`src/rtl/rv32_fetch_ctrl.sv`:
```
// rv32_fetch_ctrl: instruction-fetch sequencer for the rv32imc single-stage core.
//
// Issues word-aligned fetches over a req/ack handshake, reassembles 32-bit
// instructions that straddle a word boundary, hands one instruction at a time
// to decode and steers the PC register (stall / size / overwrite).
//
// Ports:
//   clk, reset            clock, synchronous active-high reset
//   fetch_enable          permits starting new fetches
//   pc_current            current PC from the PC register
//   pc_stall              PC register stall
//   pc_is_compressed      PC register size select (advance by 2 when set, else 4)
//   pc_overwrite_enable   PC overwrite enable (mirrors redirect_valid)
//   pc_overwrite_data     PC overwrite value (mirrors redirect_pc)
//   mem_req, mem_addr     registered fetch request and word-aligned address
//   mem_ack, mem_rdata    response strobe and data (same cycle)
//   mem_err               access fault, qualified by mem_ack
//   redirect_valid/_pc    control-flow change and its target
//   instr_valid/_ready    handshake towards decode
//   instr, instr_pc       instruction (upper half zero when compressed) and its PC
//   instr_fault           fetch fault flag for instr
//
// Parameter MEM_TIMEOUT: cycles to wait for mem_ack before re-issuing (0 = off).
// Build option: define RV32_FETCH_FAULT_EN to turn an erroring ack into a
// faulting instruction; otherwise mem_err is ignored and instr_fault is 0.
module rv32_fetch_ctrl #(
    parameter int unsigned MEM_TIMEOUT = 0
) (
    input  logic        clk,
    input  logic        reset,
    input  logic        fetch_enable,
    input  logic [31:0] pc_current,
    output logic        pc_stall,
    output logic        pc_is_compressed,
    output logic        pc_overwrite_enable,
    output logic [31:0] pc_overwrite_data,
    output logic        mem_req,
    output logic [31:0] mem_addr,
    input  logic        mem_ack,
    input  logic [31:0] mem_rdata,
    input  logic        mem_err,
    input  logic        redirect_valid,
    input  logic [31:0] redirect_pc,
    output logic        instr_valid,
    input  logic        instr_ready,
    output logic [31:0] instr,
    output logic [31:0] instr_pc,
    output logic        instr_fault
);

    typedef enum logic [2:0] {StIdle, StFetch0, StFetch1, StValid, StDrain} state_e;

    localparam int unsigned CntW = (MEM_TIMEOUT > 1) ? $clog2(MEM_TIMEOUT) : 1;
    localparam logic [CntW-1:0] TmoLast = (MEM_TIMEOUT == 0) ? '0 : CntW'(MEM_TIMEOUT - 1);

    state_e            state_q, state_d;
    logic              mem_req_q, mem_req_d;
    logic [31:0]       mem_addr_q, mem_addr_d;
    logic [31:0]       instr_q, instr_d;
    logic [31:0]       instr_pc_q, instr_pc_d;
    logic [15:0]       low_half_q, low_half_d;
    logic [CntW-1:0]   tmo_cnt_q, tmo_cnt_d;
    logic              tmo_hit;
    logic              err_hit;
    logic              fire;
    logic [31:0]       next_pc;

`ifdef RV32_FETCH_FAULT_EN
    logic              fault_q, fault_d;
    assign err_hit     = mem_err;
    assign instr_fault = fault_q;
`else
    logic              unused_mem_err;
    assign unused_mem_err = mem_err;
    assign err_hit        = 1'b0;
    assign instr_fault    = 1'b0;
`endif

    // Request has been high for MEM_TIMEOUT cycles without an ack.
    assign tmo_hit = (MEM_TIMEOUT != 0) && mem_req_q && !mem_ack && (tmo_cnt_q == TmoLast);
    assign next_pc = pc_current + (pc_is_compressed ? 32'd2 : 32'd4);

    always_ff @(posedge clk) begin
        if (reset) begin
            state_q    <= StIdle;
            mem_req_q  <= 1'b0;
            mem_addr_q <= '0;
            instr_q    <= '0;
            instr_pc_q <= '0;
            low_half_q <= '0;
            tmo_cnt_q  <= '0;
`ifdef RV32_FETCH_FAULT_EN
            fault_q    <= 1'b0;
`endif
        end else begin
            state_q    <= state_d;
            mem_req_q  <= mem_req_d;
            mem_addr_q <= mem_addr_d;
            instr_q    <= instr_d;
            instr_pc_q <= instr_pc_d;
            low_half_q <= low_half_d;
            tmo_cnt_q  <= tmo_cnt_d;
`ifdef RV32_FETCH_FAULT_EN
            fault_q    <= fault_d;
`endif
        end
    end

    always_comb begin
        state_d    = state_q;
        mem_req_d  = mem_req_q;
        mem_addr_d = mem_addr_q;
        instr_d    = instr_q;
        instr_pc_d = instr_pc_q;
        low_half_d = low_half_q;
`ifdef RV32_FETCH_FAULT_EN
        fault_d    = fault_q;
`endif
        if (MEM_TIMEOUT == 0 || !mem_req_q || mem_ack || tmo_hit) begin
            tmo_cnt_d = '0;
        end else begin
            tmo_cnt_d = tmo_cnt_q + CntW'(1);
        end

        unique case (state_q)
            StIdle: begin
                // A redirect this cycle changes pc_current, so fetch next cycle.
                if (fetch_enable && !redirect_valid) begin
                    state_d    = StFetch0;
                    mem_req_d  = 1'b1;
                    mem_addr_d = {pc_current[31:2], 2'b00};
                end
            end
            StFetch0, StFetch1: begin
                if (redirect_valid) begin
                    // Only drain when a response is still owed to us.
                    if (mem_req_q && !mem_ack && !tmo_hit) begin
                        state_d = StDrain;
                    end else begin
                        state_d   = StIdle;
                        mem_req_d = 1'b0;
                    end
                end else if (!mem_req_q) begin
                    // Gap cycle after an ack or a timeout: (re-)issue.
                    mem_req_d = 1'b1;
                end else if (tmo_hit) begin
                    mem_req_d = 1'b0;
                end else if (mem_ack) begin
                    mem_req_d  = 1'b0;
                    instr_pc_d = pc_current;
                    state_d    = StValid;
`ifdef RV32_FETCH_FAULT_EN
                    fault_d    = mem_err;
`endif
                    if (err_hit) begin
                        instr_d = '0;
                    end else if (state_q == StFetch1) begin
                        instr_d = {mem_rdata[15:0], low_half_q};
                    end else if (!pc_current[1]) begin
                        instr_d = (mem_rdata[1:0] != 2'b11) ? {16'h0, mem_rdata[15:0]} : mem_rdata;
                    end else if (mem_rdata[17:16] != 2'b11) begin
                        instr_d = {16'h0, mem_rdata[31:16]};
                    end else begin
                        // Upper half opens a 32-bit instruction; fetch the next word.
                        low_half_d = mem_rdata[31:16];
                        mem_addr_d = mem_addr_q + 32'd4;
                        state_d    = StFetch1;
                    end
                end
            end
            StValid: begin
                if (redirect_valid) begin
                    state_d = StIdle;
                end else if (fire) begin
                    if (fetch_enable) begin
                        state_d    = StFetch0;
                        mem_req_d  = 1'b1;
                        mem_addr_d = {next_pc[31:2], 2'b00};
                    end else begin
                        state_d = StIdle;
                    end
                end
            end
            StDrain: begin
                // The response is thrown away; redirects here only move the PC.
                if (mem_ack || tmo_hit) begin
                    state_d   = StIdle;
                    mem_req_d = 1'b0;
                end
            end
            default: begin
                state_d   = StIdle;
                mem_req_d = 1'b0;
            end
        endcase
    end

    always_comb begin
        instr_valid         = (state_q == StValid);
        fire                = instr_valid & instr_ready & ~redirect_valid;
        pc_stall            = ~(fire | redirect_valid);
        pc_overwrite_enable = redirect_valid;
        pc_overwrite_data   = redirect_pc;
        // A faulting fetch advances the PC by a full word.
        pc_is_compressed    = ~instr_fault & (instr_q[1:0] != 2'b11);
        mem_req             = mem_req_q;
        mem_addr            = mem_addr_q;
        instr               = instr_q;
        instr_pc            = instr_pc_q;
    end

endmodule

```
`config.mk`:
```
export PLATFORM = sky130hd
export DESIGN_NAME = rv32_fetch_ctrl
export DESIGN_NICKNAME = d
export VERILOG_FILES = /design/src/rtl/rv32_fetch_ctrl.sv
export SDC_FILE = /design/constraint.sdc
export NUM_CORES = 1
export LEC_CHECK = 0
export CORE_MARGIN = 2
export CORE_UTILIZATION = 49
export CTS_CLUSTER_SIZE = 20
export DETAILED_ROUTE_END_ITERATION = 16
export PLACE_DENSITY = 0.95
export SLEW_MARGIN = 20
export SYNTH_ARGS = -nofsm -noshare
export SYNTH_HDL_FRONTEND = slang
export SYNTH_SLANG_ARGS = --single-unit
```
`constraint.sdc`:
```
create_clock -name clk -period 4.6 [get_ports clk]
set_input_delay 0.92 -clock clk [delete_from_list [all_inputs] [get_ports clk]]
set_output_delay 0.92 -clock clk [all_outputs]
set_load 0.005 [all_outputs]
```
==> impl_metrics.csv, run 1 <==
group,metric,value,unit
outcome,status,"complete, no violations",
floorplanning,core-area,13100,µm²
synthesis,synth_top_area_cell,"dfxtp_1",
placement,place_congestion,0.974,
routing,drtIter0Drc,883,
synthesis,yosys-top-cells-area,"dfxtp_1 (35%), nand2_1 (9.6%), a21oi_1 (7.5%)",
global_route,overflow,0,
routing,via_count,7329,
power,p_per_area,345,nW/µm²
clock_tree,cts_hold_buf,0,
global_route,antenna_found_initial,0,
clock_tree,cts_root_buf,"clkbuf_16",
worst_hold_path,hold_start,"low_half_q[1]",
critical_path,r2r_cells,7,
sta,drv_slew,0,
synthesis,synth_edf_count,0,
critical_path,critPathRequiredTime,4870,ps
synthesis,seq_area_frac_synth,0.350,
global_route,grt_pass1_wl,34300,µm
clock_tree,clock_latency,420,ps
clock_tree,clock_sinks,114,
clock_tree,post_cts_buffers,0,
sta,fmax,307,MHz
flow_run,drv_cap,0,
synthesis,async_flop_share,0,
sta,rsz0062_at_grt,"no",
clock_tree,cts_max_level,4,
routing,drt_wl_total,21700,µm
critical_path,reg2reg_slack,1390,ps
power,leakage,2.98,nW
global_route,grt_max_degree,60,
synthesis,synthFlopType,"dfxtp_1",
placement,hpwl,14500,µm
critical_path,worstPathMaxFanout,11,
critical_path,path_class,"in2reg",
routing,wl_per_cell,18.5,µm
synthesis,syn_area_per_cell,7.40,µm²
clock_tree,path_clk_slew,60,ps
floorplanning,die_w,119,µm
finish,n_antenna_cell,0,
sta,setup_tns,0,ps
critical_path,arrival,3530,ps
clock_tree,cts-resized-gates,0,
sta,fin_crit_sh,0.708,
floorplanning,row_count,42,
routing,drcViolationCount,0,
synthesis,synth_warnings,0,
clock_tree,numCtsBuffers,17,
finish,synthToLayoutAreaGrowth,31.9,%
sta,holdWs,450,ps
worst_hold_path,hold_end,"low_half_q[1]",
critical_path,r2r_start,"state_q[0]",
critical_path,cp-start-kind,"primary input",
power,ir_drop,0.272,mV
worst_hold_path,min_path_cells,2,
sta,fin_skew,9.20,ps
floorplanning,ios,237,
clock_tree,cts_tree,"built",
critical_path,endpoint_kind,"flip-flop",
synthesis,ys_ff_latch,114,
finish,final_util,0.655,
routing,dr.pass1.iters,6,
placement,pre_cts_slack,975,ps
sta,hold_viol_final,0,
worst_hold_path,hold_class,"reg2reg",
clock_tree,cts_buffer_depth,2,
floorplanning,die_y,119,µm
floorplanning,fp.dieArea,14200,µm²
routing,vias_per_cell,6.27,
synthesis,synth.top_cell.area_share,0.350,
sta,max-slew-margin-rel,0.323,
sta,worstMarginPinSlew,1020,ps
finish,nNetsFinal,1085,
global_route,grt_pass1_vias,7094,
floorplanning,start_util,0.496,
finish,final_layout_size_suffix_gt1_frac,0.0564,
placement,port_buffers,168,
synthesis,ys_types,65,
routing,postRouteAntennaNets,0,
sta,finalSetupViolCount,0,
synthesis,synthesis.area,6520,µm²
sta,period_needed,3260,ps
synthesis,synthCells,881,
critical_path,r2r_end,"low_half_q[10]",
global_route,grt_usage,0.302,
sta,setup_ws,1340,ps
[critical path, cell delays in order]
cell and delay [ps]:
clkdlybuf4s50_1 660, and4_1 350, nand4_1 380, nor3_1 530
or3b_1 430, xor2_1 160, o22ai_1 90
[Yosys cell counts (4+ instances only)]
cell type    n
mux2i_1     20
dfxtp_1    114
nand2_1    166
nor4_1      10
buf_4       39
a211oi_1     4
nor2_1      49
a31oi_1     18
or3_1        4
nand3_1     34
or2_2        4
a21oi_1     98
and4_1       4
o32ai_1      6
and2_1       7
o31ai_1      4
nor2b_1      4
a221oi_1    20
nand4_1     18
xor2_1       9
xnor2_1      7
o22ai_1      8
and3_1      17
nor3_1      31
o21ai_0     28
inv_1       15
o211ai_1    21
buf_2       12
clkbuf_1    50
[flip-flops by register name, indices dropped and copies added (netlist names)]
| signal | cells |
|---|---|
| instr | 32 |
| instr_pc | 32 |
| mem_addr | 30 |
| low_half_q | 16 |
| state_q | 3 |
| mem_req | 1 |
[layout by cell type (no fill, tap or decap), types with 3 or more instances in the layout]
| cell type | n |
|---|---|
| a211oi_1 | 4 |
| a21oi_1 | 98 |
| a221oi_1 | 20 |
| a31oi_1 | 18 |
| a41oi_1 | 3 |
| and2_1 | 7 |
| and3_1 | 17 |
| and4_1 | 4 |
| buf_4 | 15 |
| bufinv_16 | 3 |
| clkbuf_16 | 17 |
| clkdlybuf4s50_1 | 167 |
| clkinvlp_4 | 5 |
| conb_1 | 3 |
| dfxtp_1 | 114 |
| inv_1 | 15 |
| mux2i_1 | 20 |
| nand2_1 | 166 |
| nand2b_1 | 3 |
| nand3_1 | 34 |
| nand3b_1 | 3 |
| nand4_1 | 18 |
| nand4b_1 | 3 |
| nor2_1 | 49 |
| nor2b_1 | 4 |
| nor3_1 | 30 |
| nor3b_1 | 3 |
| nor4_1 | 10 |
| o211ai_1 | 21 |
| o21ai_0 | 28 |
| o22ai_1 | 8 |
| o31ai_1 | 4 |
| o32ai_1 | 6 |
| or2_2 | 5 |
| or3_1 | 4 |
| xnor2_1 | 7 |
| xor2_1 | 9 |
[routing by layer]
metal / GRT usage / share of wire
met1: 0.346 / 0.36
met2: 0.493 / 0.47
met3: 0.105 / 0.13
met4: 0.167 / 0.043
met5: 0 / 0
[kinds of logic (layout without fill, tap and decap cells)]
group	count (synthesis)	in the layout	synth area share
buffers and inverters	120	230	0.0938
muxes	21	21	0.0324
DFF	114	114	0.350
other	1	3	0.000575
adders and majority gates	2	2	0.00384
AOI/OAI and AO/OA	238	238	0.231
and+or+nand+nor	369	369	0.267
xor gates and xnor gates	16	16	0.0215
[worst max-delay path by stage]
stage | start | to
after floorplan | pc_current[1] | mem_addr[31]
after global placement | pc_current[7] | mem_addr[31]
after detailed placement | pc_current[7] | mem_addr[31]
after CTS | state_q[0] | low_half_q[7]
after global routing | state_q[0] | low_half_q[2]
final | pc_current[7] | mem_addr[31]
[layout make-up]
cell class              count  area, µm²
repair buffers            182       1780
multi-input cells         649       3640
well taps                 176        220
flip-flops and latches    114       2280
fillers                  1082       4530
clock buffers              21        460
inverters                  16       60.1
clock inverters            11        154
[through the flow]
stage | power (mW) | instance area, µm² | std cells
floorplan | 1.39 | 6530 | 883
global placement | 1.59 | 7990 | 1137
detailed placement | 1.60 | 7990 | 1137
CTS | 2.97 | 8600 | 1169
global route | 3.08 | 8600 | 1169
finish | 2.97 | 8600 | 1169
[power breakdown]
group | switching [mW] | total [mW] | leakage, nW | internal [mW]
Sequential | 0.0611 | 1.09 | 0.923 | 1.03
Clock | 0.487 | 1.37 | 0.282 | 0.882
Combinational | 0.278 | 0.512 | 1.77 | 0.234
No activity file was read; power rests on OpenSTA's default activity.
==> run 2: changes to the inputs <==
--- a/config.mk
+++ b/config.mk
@@ -6,10 +6,10 @@
 export NUM_CORES = 1
 export LEC_CHECK = 0
 export CORE_MARGIN = 2
-export CORE_UTILIZATION = 49
+export CORE_UTILIZATION = 41
 export CTS_CLUSTER_SIZE = 20
 export DETAILED_ROUTE_END_ITERATION = 16
-export PLACE_DENSITY = 0.95
+export PLACE_DENSITY = 0.86
 export SLEW_MARGIN = 20
 export SYNTH_ARGS = -nofsm -noshare
 export SYNTH_HDL_FRONTEND = slang
==> constraint.sdc (replaced) <==
create_clock -name clk -period 2.8 [get_ports clk]
set_input_delay 0.56 -clock clk [delete_from_list [all_inputs] [get_ports clk]]
set_output_delay 0.56 -clock clk [all_outputs]
set_load 0.005 [all_outputs]
==> run 2 against run 1 <==
Net effect: wire length is 2.7% higher; critical path depth is 2 lower; sequential share of layout area is 1.3 points lower; worst setup slack worse by 1200 ps; cell count is 7.4% higher; register-to-register slack worse by 1000 ps; die area is 19% higher; sequential power is 64% higher; largest power group unchanged; highest routed layer unchanged; via count is 0.82% lower; global-route usage is 4.3 points lower.
==> impl_metrics.csv, run 2 (synthesis results as in run 1) <==
group,metric,value,unit
clock_tree,numCtsBuffers,17,
clock_tree,clock_sinks,114,
sta,fin_crit_sh,0.960,
floorplanning,row_count,46,
global_route,antenna_found_initial,0,
sta,hold_viol_final,0,
power,ir_drop,0.378,mV
clock_tree,cts_root_buf,"clkbuf_16",
power,power,5.03,mW
floorplanning,start_util,0.415,
floorplanning,ios,237,
clock_tree,cts_max_level,4,
finish,fin_cells,1256,
sta,fmax,372,MHz
finish,final_layout_size_suffix_gt1_frac,0.100,
placement,dp_cells,1225,
critical_path,crit_slowest_cell,"clkdlybuf4s50_1",
sta,drv_slew,0,
routing,postRouteAntennaNets,0,
routing,via_count,7269,
floorplanning,die_y,130,µm
clock_tree,cts_tree,"built",
routing,dr.pass1.iters,9,
critical_path,arrival,2130,ps
critical_path,path_class,"reg2out",
routing,vias_per_cell,5.79,
sta,worstMarginPinSlew,680,ps
clock_tree,post_cts_buffers,0,
finish,final_common_cell,"clkdlybuf4s50_1",
power,p_per_area,555,nW/µm²
flow_run,drv_cap,0,
sta,fin_skew,5.82,ps
finish,n_antenna_cell,0,
sta,setup_tns,0,ps
global_route,grt_pass1_wl,34500,µm
critical_path,critPathRequiredTime,2240,ps
outcome,status,"complete, no violations",
critical_path,endpoint_kind,"output pin",
critical_path,slowest_delay,520,ps
global_route,overflow,0,
sta,period_needed,2690,ps
clock_tree,path_clk_slew,50,ps
worst_hold_path,hold_class,"reg2reg",
routing,wl_per_cell,17.7,µm
sta,finalSetupViolCount,0,
critical_path,path_cells,"buf_4 > nand3b_1 > clkinvlp_4 > a21oi_1 > clkdlybuf4s50_1",
routing,drcViolationCount,0,
power,leakage,3.24,nW
placement,port_buffers,168,
clock_tree,cts_buffer_depth,2,
floorplanning,die_w,130,µm
global_route,grt_max_degree,63,
sta,rsz0062_at_grt,"no",
placement,place_congestion,0.935,
routing,drtIter0Drc,642,
critical_path,crit_family,"buffers and inverters",
sta,max-slew-margin-rel,0.546,
critical_path,reg2reg_slack,360,ps
routing,drt_wl_total,22300,µm
floorplanning,core-area,15700,µm²
global_route,grt_usage,0.259,
global_route,grt_pass1_vias,6713,
finish,fill_cells,1415,
finish,nNetsFinal,1133,
floorplanning,fp.dieArea,16900,µm²
finish,mostFrequentLayoutCells,"clkdlybuf4s50_1 (167), nand2_1 (166), dfxtp_1 (114), a21oi_1 (98), buf_4 (62)",
finish,synthToLayoutAreaGrowth,38.8,%
critical_path,critPathBufInv,3,
placement,hpwl,15300,µm
critical_path,cp-start-kind,"flip-flop",
critical_path,worstPathMaxFanout,9,
clock_tree,clock_latency,410,ps
run 2: repair_timing:
item | 4_1_cts | 5_1_grt
setup endpoints to repair | 0 | 1
gates resized for setup | 0 | 1
hold buffers | 0 | 0
run 2: tightest hold or removal path, delay by kind of cell, from the launching register on:
family / cells / cell delay (ps)
flip-flops: 1 / 310
AO/OA/AOI/OAI: 1 / 50
buffers and inverters: 1 / 50
run 2: layout make-up:
cell class / count / area, µm² / share of cell area
tap: 216 / 270 / 0.0299
clock inverter: 9 / 153 / 0.0169
multi-input combinational: 649 / 3640 / 0.402
clock buffer: 22 / 484 / 0.0535
sequential: 114 / 2280 / 0.252
inverter: 16 / 63.8 / 0.00705
timing repair buffer: 230 / 2160 / 0.238
run 2: worst paths after layout:
| path | cells after the start | endpoint | startpoint |
|---|---|---|---|
| worst min register to register | 2 | low_half_q[0] | low_half_q[0] |
| worst max register to register | 7 | low_half_q[8] | state_q[1] |
| worst min-delay path | 2 | low_half_q[0] | low_half_q[0] |
| worst max-delay path | 5 | pc_stall | state_q[0] |
run 2: stage by stage:
stage	hold WS (ps)	util	worst slack (ps)	cell area, µm²
CTS	447	0.576	66.7	9050
global placement	433	0.535	69.1	8410
detailed placement	439	0.535	40.5	8410
finish	450	0.576	113	9050
global route	468	0.576	3.99	9050
floorplan	426	-	197	6530
run 2: routing by layer:
metal,share of wire,global-route usage,up-vias
li1,-,-,3441
met1,0.40,0.312,3352
met2,0.48,0.428,416
met3,0.10,0.0824,60
met4,0.027,0.107,0
met5,0,0,-
run 2: report_power, final:
group | internal [mW] | leakage, nW | switching (mW)
Clock | 1.58 | 0.304 | 0.777
Combinational | 0.424 | 2.01 | 0.464
Sequential | 1.69 | 0.923 | 0.0983
